`src/rtl/line_follow_ctrl.sv`:
```
// Line-following motor controller: synchronised + filtered sensor bar, steering FSM, fault latch.
// Optional PWM gating of the H-bridge pins when MOTOR_PWM_EN is defined.
module line_follow_ctrl #(
  parameter int SENSORS       = 3,
  parameter int FILTER_CYCLES = 16,
  parameter int SEARCH_CYCLES = 50_000_000,
  parameter int PWM_BITS      = 8,
  parameter int FWD_DUTY      = 200,
  parameter int TURN_DUTY     = 140
) (
  input  logic               clock,
  input  logic               reset,
  input  logic               enable,
  input  logic               fault_clr,
  input  logic               compA,
  input  logic               compB,
  input  logic [SENSORS-1:0] sensors_n,
  output logic [3:0]         direction,
  output logic [3:0]         JA,
  output logic [2:0]         state,
  output logic               lost,
  output logic               fault
);

  localparam int C   = (SENSORS - 1) / 2;
  localparam int FCW = (FILTER_CYCLES > 1) ? $clog2(FILTER_CYCLES) : 1;
  localparam int SCW = (SEARCH_CYCLES > 1) ? $clog2(SEARCH_CYCLES) : 1;
  localparam logic [FCW-1:0] F_LAST = FCW'(FILTER_CYCLES - 1);
  localparam logic [SCW-1:0] S_LAST = SCW'(SEARCH_CYCLES - 1);

  localparam logic [3:0] CMD_STOP  = 4'b0000;
  localparam logic [3:0] CMD_FWD   = 4'b1001;
  localparam logic [3:0] CMD_LEFT  = 4'b1010;
  localparam logic [3:0] CMD_RIGHT = 4'b0101;

  generate
    if ((SENSORS % 2) == 0 || SENSORS < 3 || SENSORS > 15 || FILTER_CYCLES < 1 ||
        FILTER_CYCLES > 65535 || SEARCH_CYCLES < 1 || PWM_BITS < 1 ||
        FWD_DUTY < 0 || TURN_DUTY < 0) begin : g_bad_param
      $error("line_follow_ctrl: illegal parameter value");
    end
  endgenerate

  typedef enum logic [2:0] {
    ST_IDLE   = 3'd0,
    ST_FOLLOW = 3'd1,
    ST_SEARCH = 3'd2,
    ST_LOST   = 3'd3,
    ST_FAULT  = 3'd4
  } state_t;

  typedef enum logic [1:0] {CL_NONE, CL_FWD, CL_LEFT, CL_RIGHT} class_t;

  logic [SENSORS-1:0] sens_s1_q, sens_s2_q;
  logic [1:0]         comp_s1_q, comp_s2_q;
  logic [SENSORS-1:0] cand_q, filt_q, filt_d;
  logic [FCW-1:0]     fcnt_q, fcnt_d;
  state_t             state_q, state_d;
  logic [SCW-1:0]     scnt_q, scnt_d;
  logic               last_q, last_d;
  logic [3:0]         dir_q, dir_d;
  logic               lost_q, fault_q;
  class_t             cls;
  logic [SENSORS-1:0] det;
  logic               l_any, r_any;

  always_ff @(posedge clock or negedge reset) begin
    if (!reset) begin
      sens_s1_q <= '1;
      sens_s2_q <= '1;
      comp_s1_q <= 2'b11;
      comp_s2_q <= 2'b11;
      cand_q    <= '1;
      filt_q    <= '1;
      fcnt_q    <= '0;
    end else begin
      sens_s1_q <= sensors_n;
      sens_s2_q <= sens_s1_q;
      comp_s1_q <= {compA, compB};
      comp_s2_q <= comp_s1_q;
      cand_q    <= sens_s2_q;
      filt_q    <= filt_d;
      fcnt_q    <= fcnt_d;
    end
  end

  // The count is taken on the next-state value so acceptance lands on the Nth identical sample.
  always_comb begin
    filt_d = filt_q;
    if (sens_s2_q != cand_q)
      fcnt_d = '0;
    else if (fcnt_q == F_LAST)
      fcnt_d = fcnt_q;
    else
      fcnt_d = fcnt_q + 1'b1;
    if (fcnt_d == F_LAST)
      filt_d = sens_s2_q;
  end

  always_comb begin
    det   = ~filt_q;
    l_any = 1'b0;
    r_any = 1'b0;
    for (int i = 0; i < SENSORS; i++) begin
      if (i > C) l_any = l_any | det[i];
      if (i < C) r_any = r_any | det[i];
    end
    if (det[C])             cls = CL_FWD;
    else if (l_any && !r_any) cls = CL_LEFT;
    else if (r_any && !l_any) cls = CL_RIGHT;
    else if (l_any && r_any)  cls = CL_FWD;
    else                      cls = CL_NONE;
  end

  always_comb begin
    state_d = state_q;
    scnt_d  = scnt_q;
    last_d  = last_q;
    dir_d   = CMD_STOP;
    if (comp_s2_q != 2'b11) begin
      state_d = ST_FAULT;
    end else if (state_q == ST_FAULT) begin
      if (fault_clr) state_d = ST_IDLE;
    end else if (!enable) begin
      state_d = ST_IDLE;
    end else begin
      case (state_q)
        ST_IDLE:   state_d = ST_FOLLOW;
        ST_FOLLOW: begin
          if (cls == CL_NONE) begin
            state_d = ST_SEARCH;
            scnt_d  = '0;
          end
        end
        ST_SEARCH: begin
          if (cls != CL_NONE)
            state_d = ST_FOLLOW;
          else if (scnt_q == S_LAST)
            state_d = ST_LOST;
          else
            scnt_d = scnt_q + 1'b1;
        end
        ST_LOST:   if (cls != CL_NONE) state_d = ST_FOLLOW;
        default:   state_d = ST_IDLE;
      endcase
    end

    if (state_d == ST_FOLLOW) begin
      case (cls)
        CL_FWD:   dir_d = CMD_FWD;
        CL_LEFT:  begin dir_d = CMD_LEFT;  last_d = 1'b1; end
        CL_RIGHT: begin dir_d = CMD_RIGHT; last_d = 1'b0; end
        default:  dir_d = CMD_STOP;
      endcase
    end else if (state_d == ST_SEARCH) begin
      dir_d = last_q ? CMD_LEFT : CMD_RIGHT;
    end
  end

  always_ff @(posedge clock or negedge reset) begin
    if (!reset) begin
      state_q <= ST_IDLE;
      scnt_q  <= '0;
      last_q  <= 1'b0;
      dir_q   <= CMD_STOP;
      lost_q  <= 1'b0;
      fault_q <= 1'b0;
    end else begin
      state_q <= state_d;
      scnt_q  <= scnt_d;
      last_q  <= last_d;
      dir_q   <= dir_d;
      lost_q  <= (state_d == ST_LOST);
      fault_q <= (state_d == ST_FAULT);
    end
  end

  assign direction = dir_q;
  assign state     = state_q;
  assign lost      = lost_q;
  assign fault     = fault_q;

`ifdef MOTOR_PWM_EN
  localparam int PWM_MAX = (2 ** PWM_BITS) - 1;
  localparam logic [PWM_BITS-1:0] FWD_ON  = PWM_BITS'((FWD_DUTY  > PWM_MAX) ? PWM_MAX : FWD_DUTY);
  localparam logic [PWM_BITS-1:0] TURN_ON = PWM_BITS'((TURN_DUTY > PWM_MAX) ? PWM_MAX : TURN_DUTY);

  logic [PWM_BITS-1:0] pwm_q;
  logic [PWM_BITS-1:0] duty;

  always_ff @(posedge clock or negedge reset) begin
    if (!reset) pwm_q <= '0;
    else        pwm_q <= pwm_q + 1'b1;
  end

  always_comb begin
    case (dir_q)
      CMD_FWD:            duty = FWD_ON;
      CMD_LEFT, CMD_RIGHT: duty = TURN_ON;
      default:            duty = '0;
    endcase
  end

  assign JA = (pwm_q < duty) ? dir_q : CMD_STOP;
`else
  assign JA = dir_q;
`endif

endmodule

```
`config.mk`:
```
export PLATFORM = sky130hd
export DESIGN_NAME = line_follow_ctrl
export DESIGN_NICKNAME = d
export VERILOG_FILES = /design/src/rtl/line_follow_ctrl.sv
export SDC_FILE = /design/constraint.sdc
export NUM_CORES = 1
export LEC_CHECK = 0
export ABC_AREA = 1
export CAP_MARGIN = 30
export CELL_PAD_IN_SITES_DETAIL_PLACEMENT = 1
export CELL_PAD_IN_SITES_GLOBAL_PLACEMENT = 2
export CORE_MARGIN = 2
export CORE_UTILIZATION = 31
export DETAILED_ROUTE_END_ITERATION = 16
export GPL_TIMING_DRIVEN = 0
export MAX_ROUTING_LAYER = met4
export PLACE_DENSITY = 0.83
export SLEW_MARGIN = 25
export SYNTH_ARGS = -nofsm -noshare
export SYNTH_HDL_FRONTEND = slang
export SYNTH_SLANG_ARGS = --single-unit
```
`constraint.sdc`:
```
create_clock -name clock -period 1.8 [get_ports clock]
set_input_delay 0.27 -clock clock [delete_from_list [all_inputs] [get_ports clock]]
set_output_delay 0.27 -clock clock [all_outputs]
set_load 0.005 [all_outputs]
```
Word-level counts from Yosys, hierarchy flattened
Cells that the tools add are included.
Widths: inputs -> output; s select.
{ "op_classes": {"n_addsub": 2, "n_eq_ne": 19, "mux": 24, "n_bitwise": 3, "n_reduce_logical": 12} }
{ "op_table": {"columns": ["op", "n"], "rows": [
  ["$mux 26", 3],
  ["$pmux 26 s2", 1],
  ["$add 26x1->26 const B", 1],
  ["$eq 26x26->1 const B", 1],
  ["$mux 3", 8],
  ["$mux 4", 5],
  ["$eq 3x2->1 const B", 4],
  ["$pmux 3 s4", 1],
  ["$pmux 4 s3", 1],
  ["$eq 4x4->1 const B", 2],
  ["$ne 2x2->1 const B", 4],
  ["$reduce_and 7->1", 1],
  ["$eq 3x1->1 const B", 2],
  ["$eq 3x3->1 const B", 2],
  ["$mux 2", 3],
  ["$reduce_bool 2->1", 3],
  ["$add 4x1->4 const B", 1],
  ["$eq 2x2->1 const B", 2],
  ["$logic_and 1x1->1", 3],
  ["$logic_not 3->1", 1],
  ["$ne 3x3->1", 1],
  ["$not 3->3", 1],
  ["$eq 2x1->1 const B", 1],
  ["$logic_not 1->1", 2],
  ["5 further kinds", 6]
]} }
{ "totals": {"ff_bits": 56, "in_bits": 9, "out_inout_bits": 13, "elab_cells": 73} }

Logic depth before layout (Yosys ltp)
Gate-level depths: netlist of run 1.
{ "depth": {"word_depth": 15, "depth_mapped": 13, "ltp_nobuf": 11} }

Worst setup path before layout of run 1
Ideal clock, no wire load.
{ "synth_path": {"kind": "reg-to-reg", "from": "register filt_q[0]", "to": "register scnt_q[22]", "setup_time_ns": 0.126, "arrival_time_ns": 1.843, "required_ns": 1.674, "slack_ns": -0.169, "path_stages_with_launch": 13, "n_path_buf": 2, "synth_period_minus_slack_ns": 1.969, "cell_sequence": "dfstp_2 > nand2_1 > inv_1 > ha_1 > nand2_1 > a21oi_1 > nand2_2 > nor2_4 > clkinv_2 > buf_6 > buf_6 > nand2_1 > o21ai_0"} }
{ "synth_between": {"elab_chain_len": 9, "word_cells_on_any_way": 14, "classes_between": "eq/ne (2); mux (4); bitwise (1); reduce/logical (7)"} }
{ "synth_lines": {"columns": ["item", "line", "rtl"], "rows": [
  ["start: declaration", "56", "logic [SENSORS-1:0] cand_q, filt_q, filt_d;"],
  ["start signal: assignment", "82", "filt_q <= filt_d;"],
  ["$not 3->3 (*)", "101", "det = ~filt_q;"],
  ["$logic_and 1x1->1", "111", "else if (l_any && r_any) cls = CL_FWD;"],
  ["$mux 1", "111", null],
  ["$mux 2", "110", "else if (r_any && !l_any) cls = CL_RIGHT;"],
  ["$mux 2 (*)", "109", "else if (l_any && !r_any) cls = CL_LEFT;"],
  ["$mux 2 (*)", "108", "if (det[C]) cls = CL_FWD;"],
  ["$reduce_bool 2->1 or $logic_not 2->1 (tied branches)", "136, 130", null],
  ["$ne 2x2->1 (no line)", null, null],
  ["$reduce_and 7->1 (no line) (*)", null, null],
  ["end signal: assignment", "170", "scnt_q <= scnt_d;"],
  ["end: declaration", "59", "logic [SCW-1:0] scnt_q, scnt_d;"]
]} }
Mark *: on every way between the ends. The rest lies on a longest branch, timed or not.
A chain may end at the register's enable or synchronous reset.

Worst setup path after layout of run 1
{ "layout_path": {"from": "register filt_q[0]", "to": "register scnt_q[6]"} }
The elaborated chain is that of the path after synthesis.

==> implementation parameters, run 1 <==
Parameter                              Value

Setup path
  Arrival time of the worst setup path ... 2.11 ns
  R2R Setup Slk ... -0.1 ns
  Critical Setup Path Class ... register to register
  Crit. End Element ... register
  Type of element launching the critical path ... register
  Worst EP required ... 2.01 ns
  Critical Path Fanout Max ... 6

CTS
  Max Buffers Root-to-Sink ... 2
  CTS Root Cell ... clkbuf_8
  Clock buffers created by TritonCTS ... 5
  CTS tree ... built
  Clk sink count ... 56
  Worst-path clk slew ... 0.11 ns
  Clock latency on the worst-skew pair ... 0.32 ns
  Maximum level of the CTS H-tree ... 2

Logic synthesis
  Cells after synthesis ... 391
  Proportion of synthesized flip-flops having asynchronous set or reset ... 1.00
  Netlist area before placement ... 0.00305 mm²
  Average size of a mapped cell ... 7.79 µm²
  Syn_nets ... 405
  Number of synthesized flops with an enable pin ... 0
  Post-synthesis sequential element count ... 56
  Synth Flop Type ... dfrtp_1
  Register area share after synthesis ... 0.467
  Number of unique standard cell types used by synthesis ... 32
  YS warnings ... 0

Global route
  Antenna violations before repair ... 0
  Tot GR Track Use ... 0.177
  Largest net degree at the start of global routing ... 33
  GRT overflow ... 0
  First-pass GRT wire length ... 13800 µm
  Number of global-route vias before repair ... 2784

STA
  Final-report max-slew violation count ... 0
  WHS ... 0.342 ns
  Relative slew margins ... 0.622
  Setup WS post-layout ... -0.100 ns
  Maximum achievable frequency ... 526 MHz
  Count of final hold-check violations ... 0
  Post-layout minimum cycle time ... 1.90 ns
  Setup repair after global routing missed its margin ... yes
  Portion of the clock cycle consumed by the worst path in the final layout ... 1.06
  Fin Clk Skew ... 0.0155 ns
  Worst Tran Pin Value ... 0.567 ns
  Final Setup Violations ... 26

Placement
  Worst slack at placement ... -0.430 ns
  Routability cong. ... 0.896
  Post-detailed-placement cell area ... 0.00345 mm²
  DP Wirelength ... 6060 µm
  Port Buf Inserts ... 21
  Dpl cells ... 546

Final layout
  Synth-to-Final Area Change ... 32.4%
  Cell Count, Final, Fillers Out ... 572
  Layout cells sized above 1 ... 0.296
  Net count reported at finish ... 452
  Design area ... 0.00403 mm²
  Count of filler cells inserted in the layout ... 1190
  Number of antenna repair diodes ... 0
  Most common cell after layout, fill and taps aside ... nand2_1
  Commonest cells after routing, fill and taps aside ... nand2_1 (91), nor2_1 (47), dfrtp_1 (38)
  Sequential standard cell area ... 0.00142 mm²
  Area of the multi-input gates ... 0.00167 mm²

Detailed routing
  Number of nets still failing antenna checks after routing ... 0
  DRC errors left ... 0
  Vias per cell ... 4.76
  Vias ... 2724
  Number of iterations in the first detailed-routing pass ... 5
  Drt wl/cell ... 14.8 µm
  Starting DRT DRC Count ... 59
  Wire length reported by the detailed router ... 8490 µm

Floorplanning
  FP Rows ... 36
  Number of placed I/O pins ... 22
  Core outline area ... 0.00964 mm²
  Starting density of the core ... 0.316
  DIE WIDTH ... 103 µm
  Overall die area ... 0.0106 mm²
  Die boundary height ... 103 µm

Status
  Outcome ... finished with violations
  Failing checks ... negative setup slack

Pwr
  Maximum vdd drop ... 0.277 mV
  Cell leakage power ... 1.65 nW
  Power density over the cells ... 525 mW/mm²
  Post-route total power ... 2.12 mW

Hold path
  Worst min-delay path class ... primary input to register

Flow run
  MaxCap Viol Count ... 0
==> critical path, stage by stage (launching register included) <==
cell and delay [ns]:
dfstp_2 0.58, nand2_2 0.07, inv_2 0.08, ha_4 0.16
nand2_4 0.05, a21oi_4 0.16, nand2_2 0.10, nor2_4 0.13
inv_4 0.05, buf_12 0.15, buf_12 0.15, nand2_4 0.05
o21ai_2 0.05
==> per-layer routing <==
layer / part of all wire / vias to the layer above / global-route usage / routed length, µm
met5: 0 / - / - / 0
met4: 0.012 / 0 / 0.0526 / 99
met3: 0.027 / 9 / 0.0298 / 231
met2: 0.50 / 38 / 0.302 / 4280
met1: 0.46 / 1343 / 0.215 / 3880
li1: - / 1334 / - / -
==> registers in the layout (all words and copies together) (netlist names) <==
signal / cells
sens_s1_q: 3
comp_s2_q: 2
comp_s1_q: 2
state: 3
lost: 1
filt_q: 3
scnt_q: 26
sens_s2_q: 3
last_q: 1
cand_q: 3
fault: 1
JA: 4
fcnt_q: 4
==> Yosys cell counts, drive strengths merged (3+ instances only) <==
cell,count,share of area
nand2,131,0.16
nor2,52,0.068
dfrtp,40,0.33
nand3,38,0.066
inv,34,0.042
o21ai,24,0.049
dfstp,16,0.14
buf,9,0.024
xor2,9,0.026
nand3b,6,0.015
nand4,6,0.012
a21oi,5,0.0095
ha,5,0.021
xnor2,4,0.012
or2,3,0.0062
==> power by group <==
part | switching [mW] | total, mW | internal [mW]
Combinational | 0.0470 | 0.0856 | 0.0385
Clock | 0.449 | 0.730 | 0.280
Sequential | 0.0123 | 1.30 | 1.29
Total | 0.509 | 2.12 | 1.61
==> final cells by class <==
cell class              instances  share of cell area
multi-input cells             289               0.415
flip-flops and latches         56               0.353
repair buffers                 40               0.105
well taps                     133              0.0413
inverters                      35              0.0332
plain buffers                  11              0.0295
clock buffers                   5              0.0171
clock inverters                 3             0.00558
==> final timing paths <==
check | from | to | cells past startpoint
setup / recovery | filt_q[0] | scnt_q[6] | 12
hold / removal | compB | comp_s1_q[0] | 1
setup reg to reg | filt_q[0] | scnt_q[6] | 12
hold reg to reg | sens_s1_q[1] | sens_s2_q[1] | 0
max in group asynchronous | reset | sens_s2_q[0] | 3
min in group asynchronous | reset | JA[0] | 2
==> kinds of logic (layout without fill, tap and decap cells) <==
logic type	after synthesis	in the layout	share of synthesized area
AND/OR/NAND/NOR	236	236	0.330
flip-flops	56	56	0.467
AO/OA/AOI/OAI	35	35	0.0752
adder cells (fa/ha/maj)	5	5	0.0205
XOR/XNOR	13	13	0.0374
buffers and inverters	46	94	0.0698
==> per-stage QoR <==
stage               setup TNS (ns)   util
floorplan                    -1.27      -
global placement            -74.54  0.356
detailed placement           -9.97  0.358
CTS                          -3.97  0.400
global route                 -4.63  0.418
finish                       -2.07  0.418
==> what timing repair did <==
| item | in CTS | in global routing |
|---|---|---|
| hold buffers | 1 | 0 |
| hold endpoints to repair | 20 | 0 |
| setup buffers | 8 | 7 |
| gates cloned | 2 | 0 |
| resized for setup | 56 | 39 |
| endpoints found under the setup margin | 31 | 33 |
| pin swaps | 10 | 9 |
Power figures use the tool's default switching activity.
==> run 2: changes to the inputs <==
--- a/config.mk
+++ b/config.mk
@@ -6,15 +6,18 @@
 export NUM_CORES = 1
 export LEC_CHECK = 0
 export ABC_AREA = 1
+export ABC_CLOCK_PERIOD_IN_PS = 1800
 export CAP_MARGIN = 30
 export CELL_PAD_IN_SITES_DETAIL_PLACEMENT = 1
 export CELL_PAD_IN_SITES_GLOBAL_PLACEMENT = 2
 export CORE_MARGIN = 2
-export CORE_UTILIZATION = 31
+export CORE_UTILIZATION = 32
+export CTS_BUF_LIST = sky130_fd_sc_hd__clkbuf_2 sky130_fd_sc_hd__clkbuf_4 sky130_fd_sc_hd__clkbuf_8
 export DETAILED_ROUTE_END_ITERATION = 16
 export GPL_TIMING_DRIVEN = 0
+export HOLD_SLACK_MARGIN = 0.03
 export MAX_ROUTING_LAYER = met4
-export PLACE_DENSITY = 0.83
+export PLACE_DENSITY = 0.85
 export SLEW_MARGIN = 25
 export SYNTH_ARGS = -nofsm -noshare
 export SYNTH_HDL_FRONTEND = slang
==> run 2 against run 1 <==
Effect of this change:
- the flow still finishes with violations (negative setup slack)
- non-clock buffer count grew 9
- sequential share of layout area shrank 0.37 points
- register-to-register slack is essentially flat
- utilization grew 2.4 points
- clock skew is essentially flat
- final area grew 1.4%
- wire length grew 3.6%
- clock power is essentially flat
==> implementation parameters, run 2 (same netlist as run 1, synthesis figures left out) <==
Parameter                              Value

Pwr
  Post-route total power ... 2.12 mW
  Part of the total power dissipated in combinational logic ... 0.040
  Sw power ... 0.495 mW
  Switching share of power ... 0.234
  Clock Power Share ... 0.345
  Part of the power in registers ... 0.615
  Maximum vdd drop ... 0.288 mV
  Internal power ... 1.62 mW
  Power density over the cells ... 518 mW/mm²
  Cell leakage power ... 1.67 nW

Final layout
  Top register by number of flip-flops ... scnt_q
  Synth-to-Final Area Change ... 34.3%
  Most common cell after layout, fill and taps aside ... nand2_1
  Largest register FFs ... 26
  Number of antenna repair diodes ... 0
  Count of filler cells inserted in the layout ... 1092
  Commonest cells after routing, fill and taps aside ... nand2_1 (98), nor2_1 (43), nand3_1 (36)
  Net count reported at finish ... 461
  Share of the core filled with cells ... 0.443
  Layout cells sized above 1 ... 0.306

STA
  Final-report max-slew violation count ... 0
  Post-layout minimum cycle time ... 1.91 ns
  WHS ... 0.359 ns
  Setup WS post-layout ... -0.112 ns
  Relative slew margins ... 0.612
  Worst Tran Pin Value ... 0.581 ns
  Portion of the clock cycle consumed by the worst path in the final layout ... 1.06
  Post-route setup TNS ... -2.23 ns
  Final Setup Violations ... 26
  Count of final hold-check violations ... 0
  Setup repair after global routing missed its margin ... yes
  Maximum achievable frequency ... 523 MHz
  Fin Clk Skew ... 0.0153 ns

Setup path
  R2R Setup Slk ... -0.11 ns
  Capture point of the worst reg-to-reg path ... scnt_q[23]
  Critical Path Fanout Max ... 5
  Type of element launching the critical path ... register
  Crit path capture ... scnt_q[23]
  Arrival time of the worst setup path ... 2.12 ns
  Worst flop-to-flop path startpoint ... filt_q[0]
  Critical Setup Path Class ... register to register
  R2R cell count ... 12
  Crit. End Element ... register
  Worst EP required ... 2.01 ns
  Start point of the critical path ... filt_q[0]

Global route
  First-pass GRT wire length ... 14900 µm
  Antenna violations before repair ... 0
  Tot GR Track Use ... 0.190
  GRT overflow ... 0
  Largest net degree at the start of global routing ... 32
  Number of global-route vias before repair ... 3047

CTS
  Max Buffers Root-to-Sink ... 2
  Clk sink count ... 56
  Clock latency on the worst-skew pair ... 0.32 ns
  Maximum level of the CTS H-tree ... 2
  Clock buffers created by TritonCTS ... 5
  CTS tree ... built
  CTS Root Cell ... clkbuf_8
  Worst-path clk slew ... 0.10 ns

Detailed routing
  Number of iterations in the first detailed-routing pass ... 4
  Vias ... 2776
  Wire length reported by the detailed router ... 8790 µm
  DRC errors left ... 0
  Vias per cell ... 4.81
  Starting DRT DRC Count ... 96
  Drt wl/cell ... 15.2 µm
  Number of nets still failing antenna checks after routing ... 0

Hold path
  Worst min-delay path class ... register to register
  Number of cells on the worst hold path ... 0

Placement
  Routability cong. ... 0.899
  Port Buf Inserts ... 21
  DP Wirelength ... 6060 µm
  Worst slack at placement ... -0.441 ns

Status
  Outcome ... finished with violations
  Failing checks ... negative setup slack

Floorplanning
  DIE WIDTH ... 102 µm
  Number of placed I/O pins ... 22
  Starting density of the core ... 0.330
  Overall die area ... 0.0103 mm²
  Die boundary height ... 102 µm
  FP Rows ... 35
  Core outline area ... 0.00924 mm²

Flow run
  MaxCap Viol Count ... 0
[run 2: changes by cell type in the layout (fill, tap and decap cells not counted), moves of 3 or more]
cell / change
o21ai_2: -3
dfrtp_1: -4
buf_4: +9
nand2_2: -3
nor2_1: -4
nand2_1: +7
nor2_2: +4
nand2_4: -4
dfrtp_2: +4
[run 2: worst min-delay path by stage]
stage | start | endpoint | slack, ns
global placement | sens_s1_q[2] | sens_s2_q[2] | 0.35
floorplan | reset | JA[0] | -0.03
detailed placement | reset | fcnt_q[3] | 0.21
global route | compB | comp_s1_q[0] | 0.35
finish | sens_s1_q[2] | sens_s2_q[2] | 0.36
CTS | sens_s1_q[2] | sens_s2_q[2] | 0.35
[run 2: what timing repair did]
item | in CTS | in global routing
endpoints found under the hold margin | 21 | 0
hold buffers | 1 | 0
setup endpoints to repair | 34 | 34
buffers inserted | 16 | 7
cloned | 3 | 0
gates resized for setup | 54 | 36
pin swaps | 9 | 7
[run 2: final cells by class]
cell class | count | area (µm²) | share of cell area
buffer | 11 | 119 | 0.0291
sequential | 56 | 1430 | 0.349
timing repair buffer | 49 | 513 | 0.125
clock inverter | 2 | 16.3 | 0.00398
tap | 129 | 161 | 0.0395
inverter | 35 | 139 | 0.0340
multi-input combinational | 289 | 1640 | 0.400
clock buffer | 6 | 76.3 | 0.0187
[run 2: worst max-delay path, stage by stage, from the launching register on]
cell      delay (ns)
dfstp_2         0.58
nand2_2         0.07
inv_2           0.08
ha_4            0.16
nand2_4         0.05
a21oi_4         0.13
nand2_2         0.09
nor2_4          0.15
clkinv_4        0.10
buf_12          0.16
buf_8           0.14
nand2_2         0.06
o21ai_2         0.05
[run 2: power groups by stage]
stage	Sequential, mW	Clock [mW]	Combinational [mW]
6_report	1.30	0.730	0.0856
5_1_grt	1.31	0.820	0.0977
4_1_cts	1.30	0.761	0.0862
3_5_place_dp	1.32	0	0.0832
3_3_place_gp	1.32	0	0.0759
2_1_floorplan	1.32	0	0.0221
[run 2: stage by stage]
step	instances	cell area (µm²)
floorplan	391	3050
global placement	541	3430
detailed placement	542	3440
CTS	570	3930
global route	577	4090
finish	577	4090
[run 2: layer usage]
metal  global-route usage  share of wire
met1                0.240           0.45
met2                0.326           0.51
met3               0.0235          0.024
met4               0.0385          0.014
met5                    -              0
